## config.mk

```make
export PLATFORM = sky130hd
export DESIGN_NAME = led_run_sched
export DESIGN_NICKNAME = d
export VERILOG_FILES = /design/src/rtl/led_run_sched.sv
export SDC_FILE = /design/constraint.sdc
export NUM_CORES = 1
export LEC_CHECK = 0
export ABC_AREA = 1
export CAP_MARGIN = 20
export CORE_MARGIN = 2
export CORE_UTILIZATION = 55
export CTS_CLUSTER_SIZE = 40
export DETAILED_ROUTE_END_ITERATION = 12
export PLACE_DENSITY = 0.71
export SETUP_SLACK_MARGIN = 0.3
export SLEW_MARGIN = 15
export SYNTH_ARGS = -nofsm -noshare
export SYNTH_HDL_FRONTEND = slang
export SYNTH_SLANG_ARGS = --single-unit
export TNS_END_PERCENT = 5
```

## constraint.sdc

```tcl
create_clock -name clk -period 4.73 [get_ports clk]
set_clock_uncertainty 0.2 [all_clocks]
set_input_delay 0.946 -clock clk [delete_from_list [all_inputs] [get_ports clk]]
set_output_delay 0.946 -clock clk [all_outputs]
set_load 0.01 [all_outputs]
```

## src/rtl/led_run_sched.sv

```systemverilog
// Step scheduler for the 8-LED one-hot runner: prescaled step enable, run/pause/stop
// sequencing and position tracking. Define LED_SCHED_BOUNCE_EN for ping-pong auto-reverse.
module led_run_sched #(
  parameter int             CNT_W = 24,
  parameter logic [CNT_W-1:0] DIV0  = CNT_W'(12000000),
  parameter logic [CNT_W-1:0] DIV1  = CNT_W'(6000000),
  parameter logic [CNT_W-1:0] DIV2  = CNT_W'(3000000),
  parameter logic [CNT_W-1:0] DIV3  = CNT_W'(1000000)
) (
  input  logic       clk,
  input  logic       rst,
  input  logic       start_i,
  input  logic       stop_i,
  input  logic       pause_i,
  input  logic       dir_i,
  input  logic [1:0] speed_i,
  input  logic       bounce_i,
  output logic       step_o,
  output logic       mode_o,
  output logic [2:0] pos_o,
  output logic       busy_o
);

  typedef enum logic [1:0] {IDLE = 2'd0, RUN = 2'd1, PAUSE = 2'd2} state_t;

  state_t           state, state_next;
  logic [CNT_W-1:0] cnt, cnt_next;
  logic [CNT_W-1:0] div_q, div_next, div_sel;
  logic             step_next, mode_next, busy_next;
  logic [2:0]       pos_next;
  logic             nd;
  logic             term;

  always_comb begin
    case (speed_i)
      2'd0:    div_sel = DIV0;
      2'd1:    div_sel = DIV1;
      2'd2:    div_sel = DIV2;
      default: div_sel = DIV3;
    endcase
  end

`ifdef LED_SCHED_BOUNCE_EN
  // Reverse at either end so the runner ping-pongs instead of wrapping.
  always_comb begin
    nd = dir_i;
    if (bounce_i) begin
      if (pos_o == 3'd7 && !mode_o)
        nd = 1'b1;
      else if (pos_o == 3'd0 && mode_o)
        nd = 1'b0;
      else
        nd = mode_o;
    end
  end
`else
  logic bounce_unused;
  assign bounce_unused = bounce_i;
  assign nd = dir_i;
`endif

  assign term = (cnt == div_q - CNT_W'(1));

  always_comb begin
    state_next = state;
    cnt_next   = cnt;
    div_next   = div_q;
    step_next  = 1'b0;
    mode_next  = mode_o;
    pos_next   = pos_o;
    if (stop_i) begin
      state_next = IDLE;
      cnt_next   = '0;
    end else begin
      case (state)
        IDLE: begin
          if (start_i && !pause_i) begin
            state_next = RUN;
            cnt_next   = '0;
            div_next   = div_sel;
          end
        end
        RUN: begin
          // Pause freezes the count, even on the terminal-count cycle.
          if (pause_i) begin
            state_next = PAUSE;
          end else if (term) begin
            cnt_next  = '0;
            step_next = 1'b1;
            mode_next = nd;
            pos_next  = nd ? pos_o - 3'd1 : pos_o + 3'd1;
            div_next  = div_sel;
          end else begin
            cnt_next = cnt + CNT_W'(1);
          end
        end
        PAUSE: begin
          if (pause_i)
            state_next = RUN;
        end
        default: state_next = IDLE;
      endcase
    end
    busy_next = (state_next != IDLE);
  end

  always_ff @(posedge clk or posedge rst) begin
    if (rst) begin
      state  <= IDLE;
      cnt    <= '0;
      div_q  <= DIV0;
      step_o <= 1'b0;
      mode_o <= 1'b0;
      pos_o  <= 3'd0;
      busy_o <= 1'b0;
    end else begin
      state  <= state_next;
      cnt    <= cnt_next;
      div_q  <= div_next;
      step_o <= step_next;
      mode_o <= mode_next;
      pos_o  <= pos_next;
      busy_o <= busy_next;
    end
  end

endmodule

```

Yosys cells after proc, flatten, opt, wreduce, memory -nomap -nowiden:

Cells that the tools add are included.

* add/sub/neg operators: 4
* equality and inequality tests: 10
* mux-type cells: 20
* bitwise gates (word level): 2
* reductions and logical operators: 10

Operators by type and width (number)
* 24-bit two-way mux: 7
* 24-bit one-hot mux with 2 select lines: 2
* 24-bit one-hot mux with 3 select lines: 1
* 24-bit by 1-bit adder with 24-bit output, second input constant: 1
* 24-bit == test: 1
* 24-bit by 1-bit subtractor with 24-bit output, second input constant: 1
* 2-bit two-way mux: 4
* 2-bit inequality test, second input constant: 3
* 3-bit inequality test, second input constant: 2
* 2-bit one-hot mux with 3 select lines: 1
* 5-bit AND reduction: 1
* 2-bit by 1-bit == test with 1-bit output, second input constant: 2
* 2-bit == test, second input constant: 2
* 2-bit logical NOT: 2
* 1-bit two-way mux: 4
* 4-bit AND reduction: 1
* 2-bit nonzero test: 2
* 3-bit by 1-bit adder with 3-bit output, second input constant: 1
* 3-bit two-way mux: 1
* 3-bit AND reduction: 1
* 3-bit nonzero test: 1
* 3-bit by 1-bit subtractor with 3-bit output, second input constant: 1
* 1-bit inverter: 2
* 1-bit logical AND: 1
* 1-bit logical NOT: 1

* register bits after elaboration: 56
* bits of input ports: 9
* output and inout port bits: 6
* logic and storage cells: 53

Logic depth before layout (Yosys ltp):

* word-level depth: 6
* gate-level depth with buffers: 15
* depth with buffers taken out: 15

Worst setup path after synthesis:

No wires, ideal clock.

* path type: input -> register
* from: in pause_i
* to: reg cnt[5]
* setup time: 0.066 ns
* arrival time: 2.020 ns
* required time: 4.464 ns
* path slack: 2.444 ns
* stages: 8
* path buffers: 1
* path through: inv_1 -> a21oi_1 -> nor2_1 -> nand2_1 -> nor2_1 -> clkbuf_1 -> nand4_1 -> nand2_1

* word-level cells in the longest chain between the ends: 4
* elaborated cells on any way between the ends: 5
* classes of those cells: eq/ne: 2; reduce/logical: 3

Ends and longest elaborated chain
* from (decl): RTL line 14 `input logic pause_i,`
* 1-bit logical NOT: RTL line 77 `if (start_i && !pause_i) begin`
* 1-bit logical AND: RTL line 77
* 3-bit inequality test (no source line)
* 3-bit AND reduction (no source line) *
* to (signal assigned): RTL line 118 `cnt <= cnt_next;`
* to (decl): RTL line 27 `logic [CNT_W-1:0] cnt, cnt_next;`

Mark *: on every way between the ends. The rest lies on a longest branch, timed or not.
A chain may end at the register's enable or synchronous reset.

Final worst setup path:

* from: in pause_i
* to: reg cnt[9]

Same word-level chain as after synthesis.

==> impl_metrics.json <==
{
  "io_buffers": 13,
  "drive_above_1_share": 0.1544,
  "ys_warn_count": 0,
  "drv_slew": 0,
  "cp-startpoint": "pause_i",
  "cts_max_level": 2,
  "gp_congestion": 0.9176,
  "grt_pass1_vias": 2286,
  "critical_path_arrival_ns": 2.67,
  "synth_edf_count": 0,
  "min-delay-start": "div_q[17]$_DFFE_PP1P_",
  "hold_buffers": 0,
  "antenna_found_initial": 0,
  "ys_seq_area_frac": 0.3539,
  "cts_root_buf": "clkbuf_8",
  "slew_headroom": 0.5220,
  "finalSetupViolCount": 0,
  "drt_iter0_drc": 159,
  "grt_pass1_wl_um": 10700,
  "ys.flop_type": "dfrtp_1",
  "die_x_um": 76.82,
  "p_leak_nw": 1.512,
  "dp_hpwl_um": 4666,
  "ir_worst_vdd_uv": 211.0,
  "cts_buffer_depth": 2,
  "cts_setup_buffers": 0,
  "dr_wl_met2_um": 2748,
  "criticalPathCategory": "in2reg",
  "drtAntennaViolNets": 0,
  "rrSetupSlack_ns": 2.22,
  "ys_ff_latch": 41,
  "tritoncts": "done",
  "dieArea_um2": 5901,
  "synth_nets": 411,
  "max_clock_freq_mhz": 377.4,
  "r2r-start": "div_q[14]$_DFFE_PP0P_",
  "rsz0062_at_grt": "no",
  "cts_buffers": 5,
  "status": "finished, final reports clean",
  "die_h_um": 76.82,
  "grt.overflow.total": 0,
  "core_area_um2": 5107,
  "power_density_nw_per_um2": 300.6,
  "clk-insertion-delay-late_ns": 0.30,
  "grt_usage": 0.2259,
  "ys_types": 34,
  "min_period_ns": 2.649,
  "finalHoldViolations": 0,
  "dr.max_layer_used": "met4",
  "ioPinCount": 15,
  "end_kind": "register",
  "syn_area_um2": 2917,
  "fin_tns_setup_ns": 0,
  "cap_violations": 0,
  "avgRoutedWirePerCell_um": 12.61,
  "drc": 0,
  "final_area_um2": 3207,
  "numClockSinks": 41,
  "nNetsFinal": 426,
  "syn_avg_cell_area_um2": 7.440,
  "viasPerCell": 5.023,
  "synth_cells": 392,
  "async_reset_ff_frac": 1.000,
  "whs_ns": 0.2763,
  "start_util": 0.5710,
  "critPathRequiredTime_ns": 4.75,
  "met3_length_um": 278,
  "final_core_util": 0.6279,
  "m1WireLength_um": 2927,
  "insertedDiodeCount": 0,
  "cts_resized": 0,
  "min_path_type": "reg2reg",
  "fin_crit_sh": 0.5601,
  "dr.pass1.iters": 4,
  "worst_setup_path_start_kind": "input port",
  "path_max_fanout": 21,
  "dpl_cell_area_um2": 3099,
  "syn_to_final_growth_pct": 9.953,
  "totalWireLength_um": 6026,
  "rows": 26,
  "path_clk_slew_ns": 0.08,
  "grt_max_degree": 24,
  "worstMarginPinSlew_ns": 0.7162,
  "vias": 2401
}
-- final cells by class --
| class | instances | area (um2) |
|---|---|---|
| repair buffers | 15 | 145.1 |
| inverters | 55 | 211.5 |
| clock buffers | 6 | 72.57 |
| multi-input cells | 289 | 1623 |
| flip-flops and latches | 41 | 1032 |
| well taps | 70 | 87.58 |
| fillers | 470 | 1901 |
| clock inverters | 2 | 35.03 |
-- path summary, 6_finish.rpt --
check,cells after the start,endpoint
min in group asynchronous,2,cnt[12]$_DFFE_PP0P_
max,8,cnt[9]$_DFFE_PP0P_
min reg2reg,2,div_q[17]$_DFFE_PP1P_
min,2,div_q[17]$_DFFE_PP1P_
max in group asynchronous,3,div_q[21]$_DFFE_PP1P_
max reg2reg,13,cnt[17]$_DFFE_PP0P_
-- per-layer routing --
| metal | GRT usage | vias to the layer above |
|---|---|---|
| met5 | 0 | - |
| met4 | 0.05455 | 0 |
| met3 | 0.04824 | 8 |
| met2 | 0.3632 | 42 |
| met1 | 0.3119 | 1092 |
| li1 | - | 1259 |
-- worst max-delay path: stages --
cell	delay, ns
clkdlybuf4s50_1	0.45
inv_1	0.09
a21oi_1	0.07
nor2_1	0.09
nand2_1	0.07
nor2_1	0.41
nand2_4	0.31
o21ai_2	0.20
-- cells in the final DEF, fill, tap and decap left out, drive strengths merged --
cell and instances:
a211oi 1, a21oi 1, buf 2, bufinv 1
clkbuf 6, clkdlybuf4s50 13, clkinv 1, dfrtp 36
dfstp 5, fa 1, ha 9, inv 55
nand2 135, nand3 30, nand3b 3, nand4 7
nor2 28, nor3 16, nor4 1, o21ai 30
o22ai 1, or2 3, xnor2 3, xor2 20
-- cells by family (layout without fill, tap and decap cells) --
group,Yosys count,after routing,synth area share
AO/OA/AOI/OAI,33,33,0.08752
XOR/XNOR,23,23,0.06907
adder cells (fa/ha/maj),10,10,0.04548
buffers and inverters,62,78,0.08966
flip-flops,41,41,0.3539
AND/OR/NAND/NOR,223,223,0.3544
-- metrics by stage --
stage	setup slack (ns)	total power, W	instances
floorplan	2.444	0.0006288	392
global placement	1.779	0.0006760	470
detailed placement	1.755	0.0006853	470
CTS	2.045	0.0009673	478
global route	1.788	0.001023	478
finish	2.081	0.0009639	478
-- registers in the layout (all words and copies together) (netlist names) --
register,flops
cnt,24
mode_o,1
pos_o,3
div_q,9
busy_o,1
step_o,1
state,2
-- cells in the mapped netlist (4+ instances only) --
cell / n / area, um2
nor3_1: 15 / 75.07
o21ai_0: 4 / 20.02
inv_2: 5 / 18.77
xor2_1: 20 / 175.2
nor2_4: 4 / 45.04
o21ai_1: 5 / 25.02
nand4_1: 5 / 31.28
nand3_1: 27 / 135.1
o21ai_2: 20 / 175.2
nand2_1: 129 / 484.2
inv_1: 49 / 183.9
ha_1: 9 / 112.6
dfstp_2: 5 / 131.4
nor2_1: 21 / 78.83
dfrtp_1: 36 / 900.9
-- where the power goes --
group          internal [W]  total, W  switching [W]
clock network      0.000157  0.000282       0.000126
registers          0.000385  0.000426      0.0000411
logic             0.0000903  0.000256       0.000166
total              0.000632  0.000964       0.000332
(Power assumes the default switching activity.)
